[config.mk]
export PLATFORM = sky130hd
export DESIGN_NAME = fifo_wr_rr_arbiter
export DESIGN_NICKNAME = d
export VERILOG_FILES = /design/src/rtl/fifo_arb_pkg.sv /design/src/rtl/rr_pick.sv /design/src/rtl/fifo_wr_rr_arbiter.sv
export SDC_FILE = /design/constraint.sdc
export NUM_CORES = 1
export LEC_CHECK = 0
export CORE_AREA = 3 3 58 60
export DETAILED_ROUTE_END_ITERATION = 16
export DIE_AREA = 0 0 61 63
export GPL_TIMING_DRIVEN = 1
export PLACE_DENSITY = 0.86
export SLEW_MARGIN = 20
export SYNTH_ARGS = -nofsm -noshare
export SYNTH_HDL_FRONTEND = slang
export SYNTH_SLANG_ARGS = --single-unit
[constraint.sdc]
create_clock -name clk -period 4.5 [get_ports clk]
set_input_delay 1.125 -clock clk [delete_from_list [all_inputs] [get_ports clk]]
set_output_delay 1.125 -clock clk [all_outputs]
set_load 0.005 [all_outputs]
[src/rtl/fifo_arb_pkg.sv]
// Shared definitions for the round-robin FIFO write arbiter: FSM encoding,
// statistics counter width and default geometry.
package fifo_arb_pkg;

  typedef enum logic {
    ARB   = 1'b0,
    BURST = 1'b1
  } arb_state_e;

  localparam int STAT_W        = 16;
  localparam int DEF_NUM_REQ   = 4;
  localparam int DEF_DW        = 8;
  localparam int DEF_MAX_BURST = 8;

endpackage

[src/rtl/rr_pick.sv]
// Combinational round-robin picker: first asserted request strictly after
// last_idx_i, wrapping at NUM_REQ-1 back to index 0.
module rr_pick
  import fifo_arb_pkg::*;
#(
  parameter int NUM_REQ = DEF_NUM_REQ
) (
  input  logic [NUM_REQ-1:0]         req_i,
  input  logic [$clog2(NUM_REQ)-1:0] last_idx_i,
  output logic [NUM_REQ-1:0]         gnt_o,
  output logic [$clog2(NUM_REQ)-1:0] idx_o,
  output logic                       any_o
);

  localparam int IW = $clog2(NUM_REQ);

  logic [IW-1:0] cand;

  // Scan from farthest to nearest so the nearest valid candidate is written last.
  always_comb begin
    // NOTE: every output gets a default first so no path leaves it unassigned (no latch).
    gnt_o = '0;
    idx_o = '0;
    any_o = 1'b0;
    cand  = '0;
    for (int k = NUM_REQ; k >= 1; k--) begin
      cand = IW'((int'(last_idx_i) + k) % NUM_REQ);
      if (req_i[cand]) begin
        gnt_o       = '0;
        gnt_o[cand] = 1'b1;
        idx_o       = cand;
        any_o       = 1'b1;
      end
    end
  end

endmodule

[src/rtl/fifo_wr_rr_arbiter.sv]
// Round-robin arbiter sharing one FIFO write port between NUM_REQ producers,
// with bursts capped at MAX_BURST beats. Define ARB_STATS_EN for per-producer beat counters.
module fifo_wr_rr_arbiter
  import fifo_arb_pkg::*;
#(
  parameter int NUM_REQ   = DEF_NUM_REQ,
  parameter int DW        = DEF_DW,
  parameter int MAX_BURST = DEF_MAX_BURST
) (
  input  logic                      clk,
  input  logic                      rst,
  input  logic [NUM_REQ-1:0]        req_valid,
  input  logic [NUM_REQ*DW-1:0]     req_data,
  input  logic [NUM_REQ-1:0]        req_last,
  output logic [NUM_REQ-1:0]        req_ready,
  input  logic                      buf_full,
  output logic                      wr_en,
  output logic [DW-1:0]             buf_in,
  output logic [NUM_REQ-1:0]        gnt,
`ifdef ARB_STATS_EN
  output logic [NUM_REQ*STAT_W-1:0] beat_cnt,
  input  logic                      stats_clr,
`endif
  output logic                      busy
);

  localparam int            IW        = $clog2(NUM_REQ);
  localparam int            BW        = $clog2(MAX_BURST + 1);
  localparam logic [BW-1:0] BURST_MAX = BW'(MAX_BURST);

  arb_state_e         state_q;
  logic [NUM_REQ-1:0] gnt_q;
  logic               busy_q;
  logic [IW-1:0]      last_idx_q;
  logic [BW-1:0]      burst_cnt_q;
  logic [BW-1:0]      burst_cnt_d;
  logic               burst_end;

  logic [NUM_REQ-1:0] pick_gnt;
  logic [IW-1:0]      pick_idx;
  logic               pick_any;

  rr_pick #(.NUM_REQ(NUM_REQ)) u_pick (
    .req_i      (req_valid),
    .last_idx_i (last_idx_q),
    .gnt_o      (pick_gnt),
    .idx_o      (pick_idx),
    .any_o      (pick_any)
  );

  // buf_full gates the write path combinationally so no write is issued into a full FIFO.
  always_comb begin
    req_ready = '0;
    wr_en     = 1'b0;
    buf_in    = '0;
    if (state_q == BURST) begin
      req_ready[last_idx_q] = !buf_full;
      wr_en                 = req_valid[last_idx_q] & !buf_full;
      buf_in                = req_data[int'(last_idx_q)*DW +: DW];
    end
  end

  assign burst_cnt_d = burst_cnt_q + 1'b1;
  assign burst_end   = req_last[last_idx_q] || (burst_cnt_d == BURST_MAX);

  always_ff @(posedge clk or posedge rst) begin
    if (rst) begin
      state_q     <= ARB;
      gnt_q       <= '0;
      busy_q      <= 1'b0;
      last_idx_q  <= IW'(NUM_REQ - 1);
      burst_cnt_q <= '0;
    end else begin
      case (state_q)
        ARB: begin
          if (pick_any) begin
            state_q     <= BURST;
            gnt_q       <= pick_gnt;
            busy_q      <= 1'b1;
            last_idx_q  <= pick_idx;
            burst_cnt_q <= '0;
          end
        end
        BURST: begin
          // A stalled beat (full FIFO or producer idle) holds grant and count.
          if (wr_en) begin
            burst_cnt_q <= burst_cnt_d;
            if (burst_end) begin
              state_q <= ARB;
              gnt_q   <= '0;
              busy_q  <= 1'b0;
            end
          end
        end
        default: state_q <= ARB;
      endcase
    end
  end

  assign gnt  = gnt_q;
  assign busy = busy_q;

`ifdef ARB_STATS_EN
  logic [STAT_W-1:0] beat_cnt_q [NUM_REQ];

  // Clear has priority over a same-cycle increment; counters saturate at all-ones.
  always_ff @(posedge clk or posedge rst) begin
    if (rst) begin
      for (int i = 0; i < NUM_REQ; i++) beat_cnt_q[i] <= '0;
    end else begin
      for (int i = 0; i < NUM_REQ; i++) begin
        if (stats_clr) begin
          beat_cnt_q[i] <= '0;
        end else if (wr_en && (last_idx_q == IW'(i)) && (beat_cnt_q[i] != '1)) begin
          beat_cnt_q[i] <= beat_cnt_q[i] + 1'b1;
        end
      end
    end
  end

  for (genvar gi = 0; gi < NUM_REQ; gi++) begin : g_beat_cnt
    assign beat_cnt[gi*STAT_W +: STAT_W] = beat_cnt_q[gi];
  end
`endif

endmodule

==> key figures <==
Critical path
  – Critical Path Source Type: input port
  – CP required: 3.38 ns
  – WS Path Type: in2out
  – Reg2Reg Setup Slack: 1.06 ns
  – Worst setup EP type: output pin
  – Cells on worst reg2reg path: 6
  – Worst Path Arrival: 2.98 ns
  – Critical Path Sink: wr_en
  – FF-to-FF Start: last_idx_q[0]
  – Worst Setup SP: req_valid[2]
  – Crit-path max FO: 8
  – R2R Path End: burst_cnt_q[2]

Synth
  – Most common cell in the netlist: mux4_2
  – Synth top cells by count: mux4_2 (13), and2_1 (12), inv_1 (12), dfrtp_1 (10), ha_1 (7)
  – Synth Area in Simple Gates: 0.135
  – Area leader, netlist: mux4_2
  – Post-synthesis adder-cell area fraction: 0.0717
  – Mux cell area share after synthesis: 0.300
  – Post-synth EDFFs: 0
  – Share of flip-flops with an asynchronous set or reset: 1.00
  – Syn Nets: 163
  – Largest family of logic cells by synthesized area: multiplexers
  – Share of the synthesized area in the top cell type: 0.240
  – Mapped Area: 0.00122 mm²
  – Yosys reg bits: 12
  – Ys flop type: dfrtp_1
  – Post-synthesis area per instance: 10.8 µm²
  – Area contributors post-synth: mux4_2 (24%), dfrtp_1 (20%), ha_1 (7.2%), and2_1 (6.1%), dfstp_2 (4.3%)
  – Seq/Total Area, Yosys: 0.248
  – Post-Synth XOR/XNOR Area: 0.0143
  – Compound-cell area share of the yosys netlist: 0.161
  – Netlist cell types: 33
  – Synth Instances: 113
  – Synth Warn #: 0

Timing
  – Max Clock Skew: 0.00798 ns
  – Final Hold Fails: 0
  – Tcrit/Tclk final: 0.912
  – Setup TNS: 0 ns
  – Fmax: 244 MHz
  – Max transition margin: 0.639
  – Final Setup Violations: 0
  – Final min period: 4.10 ns
  – Hold slack: 0.534 ns
  – Worst Tran Pin Value: 0.542 ns
  – Pins Over Slew Limit: 0
  – RSZ-0062 raised after global routing: no

GRT
  – Total track usage: 0.200
  – Initial antenna violation count: 0
  – Vias in the first global route: 1229
  – Global route overflow: 0
  – Largest net degree at the start of global routing: 20
  – First-pass GRT wire length: 5690 µm

Floorplanning
  – Die height: 63 µm
  – Die Wd: 61 µm
  – I/O pin cnt: 61
  – DIE AREA: 0.00384 mm²
  – Starting density of the core: 0.410
  – Row cnt: 20
  – Placeable Area: 0.00298 mm²

Pwr
  – Clock share of power: 0.070
  – Leakage: 0.000733 µW
  – Max IR drop VDD: 0.000275 V
  – Pint: 633 µW
  – Power Density: 577 mW/mm²
  – Net Sw Frac: 0.406
  – Sequential share of power: 0.241
  – Logic gate share of total power: 0.688
  – Final Power: 1070 µW
  – NetSw: 434 µW

Drt
  – Total number of vias: 1176
  – Vias per std cell: 5.76
  – Routed wire length: 3550 µm
  – DRC viols: 0
  – Final ANT Viol Nets: 0
  – Initial drt markers: 19
  – DR pass1 iterations: 4
  – WL per Instance: 17.4 µm

Final layout
  – Fill cells: 246
  – Reg area: 303 µm²
  – Nets: 222
  – Final Cell Area: 0.00185 mm²
  – Area of the multi-input gates: 833 µm²
  – Antenna cells: 0
  – Syn-to-layout area delta: 51.4%
  – Fin util: 0.621
  – Share of cells above drive strength 1: 0.129

CTS
  – CTS buffer count: 3
  – Htree depth: 1
  – Post_cts resized: 0
  – Clock Sinks: 12
  – CTS tree: yes
  – CTS Hold Buffers Added: 0
  – Post-CTS setup buffer count: 0
  – CTS clk-pin slew, worst paths: 0.08 ns
  – Clk_lat worst skew: 0.29 ns
  – Root buf cell: clkbuf_4
  – Buffer depth of the longest clock path: 2

Worst hold path
  – HP Class: reg2reg

Job
  – Max Cap Viol: 0

Placement
  – DP HPWL: 2880 µm
  – Post-placement cell area: 0.00182 mm²
  – Final Wtd Congestion: 0.756
  – Port Buf Inserts: 60

Outcome
  – Outcome: finished, final reports clean
-- cell type report --
| type | count | area share |
|---|---|---|
| Clock buffer | 4 | 0.0142 |
| Inverter | 12 | 0.0244 |
| Multi-Input combinational cell | 83 | 0.451 |
| Sequential cell | 12 | 0.164 |
| Tap cell | 33 | 0.0223 |
| Timing Repair Buffer | 60 | 0.325 |
-- stage by stage --
stage,std cells,setup WS (ns)
after floorplan,113,1.51
after global placement,200,0.493
after detailed placement,200,0.422
after CTS,204,0.421
after global routing,204,0.323
final,204,0.396
-- how the worst min path moves through the flow --
stage	cells after the start	from	to
after floorplan	1	burst_cnt_q[2]	burst_cnt_q[2]
after global placement	1	burst_cnt_q[2]	burst_cnt_q[2]
after detailed placement	2	busy	busy
after CTS	2	busy	busy
after global routing	2	busy	busy
final	2	busy	busy
-- sequential cells by signal (all words and copies together) (netlist names) --
signal,count
state_q,1
burst_cnt_q,4
gnt,4
last_idx_q,2
busy,1
-- power groups by stage --
stage	clock [µW]	sequential [µW]	combinational (µW)
after global placement	0	255	702
after floorplan	0	193	531
after global routing	81.6	275	794
after detailed placement	0	261	732
final	75.1	257	734
after CTS	75.9	260	735
-- worst max-delay path: stages --
cell             delay, ns
clkdlybuf4s50_1       0.51
mux4_2                0.55
nand2_1               0.23
inv_1                 0.11
clkdlybuf4s50_1       0.46
-- cell families after synthesis --
logic type,after synthesis
flip-flops,12
buffers and inverters,18
adder cells (fa/ha/maj),7
XOR/XNOR,2
AO/OA/AOI/OAI,26
multiplexers,20
AND/OR/NAND/NOR,28
-- metal layers --
metal	up-vias	routed length [µm]	global-route usage
met1	579	1370	0.231
met5	-	0	0
met3	11	158	0.0393
li1	547	-	-
met4	0	70	0.0650
met2	39	1950	0.356
-- placed cells by master, fill, tap and decap left out, drive strengths merged --
master         instances
o41a                   1
mux4                  13
and3b                  1
nand3b                 2
a21oi                  2
nor2                   1
ha                     7
dfstp                  2
o21ai                  5
o21bai                 2
clkbuf                 4
o221ai                 4
o22ai                  1
xor2                   1
o32ai                  5
nor2b                  2
dfrtp                 10
mux2i                  4
a21boi                 1
mux2                   3
or2b                   1
nand2                  5
a221oi                 4
or2                    1
inv                   12
xnor2                  1
nand2b                 2
clkdlybuf4s50         60
nand3                  1
and2                  12
o211ai                 1
Note: power is estimated with default switching activity, not from simulation.
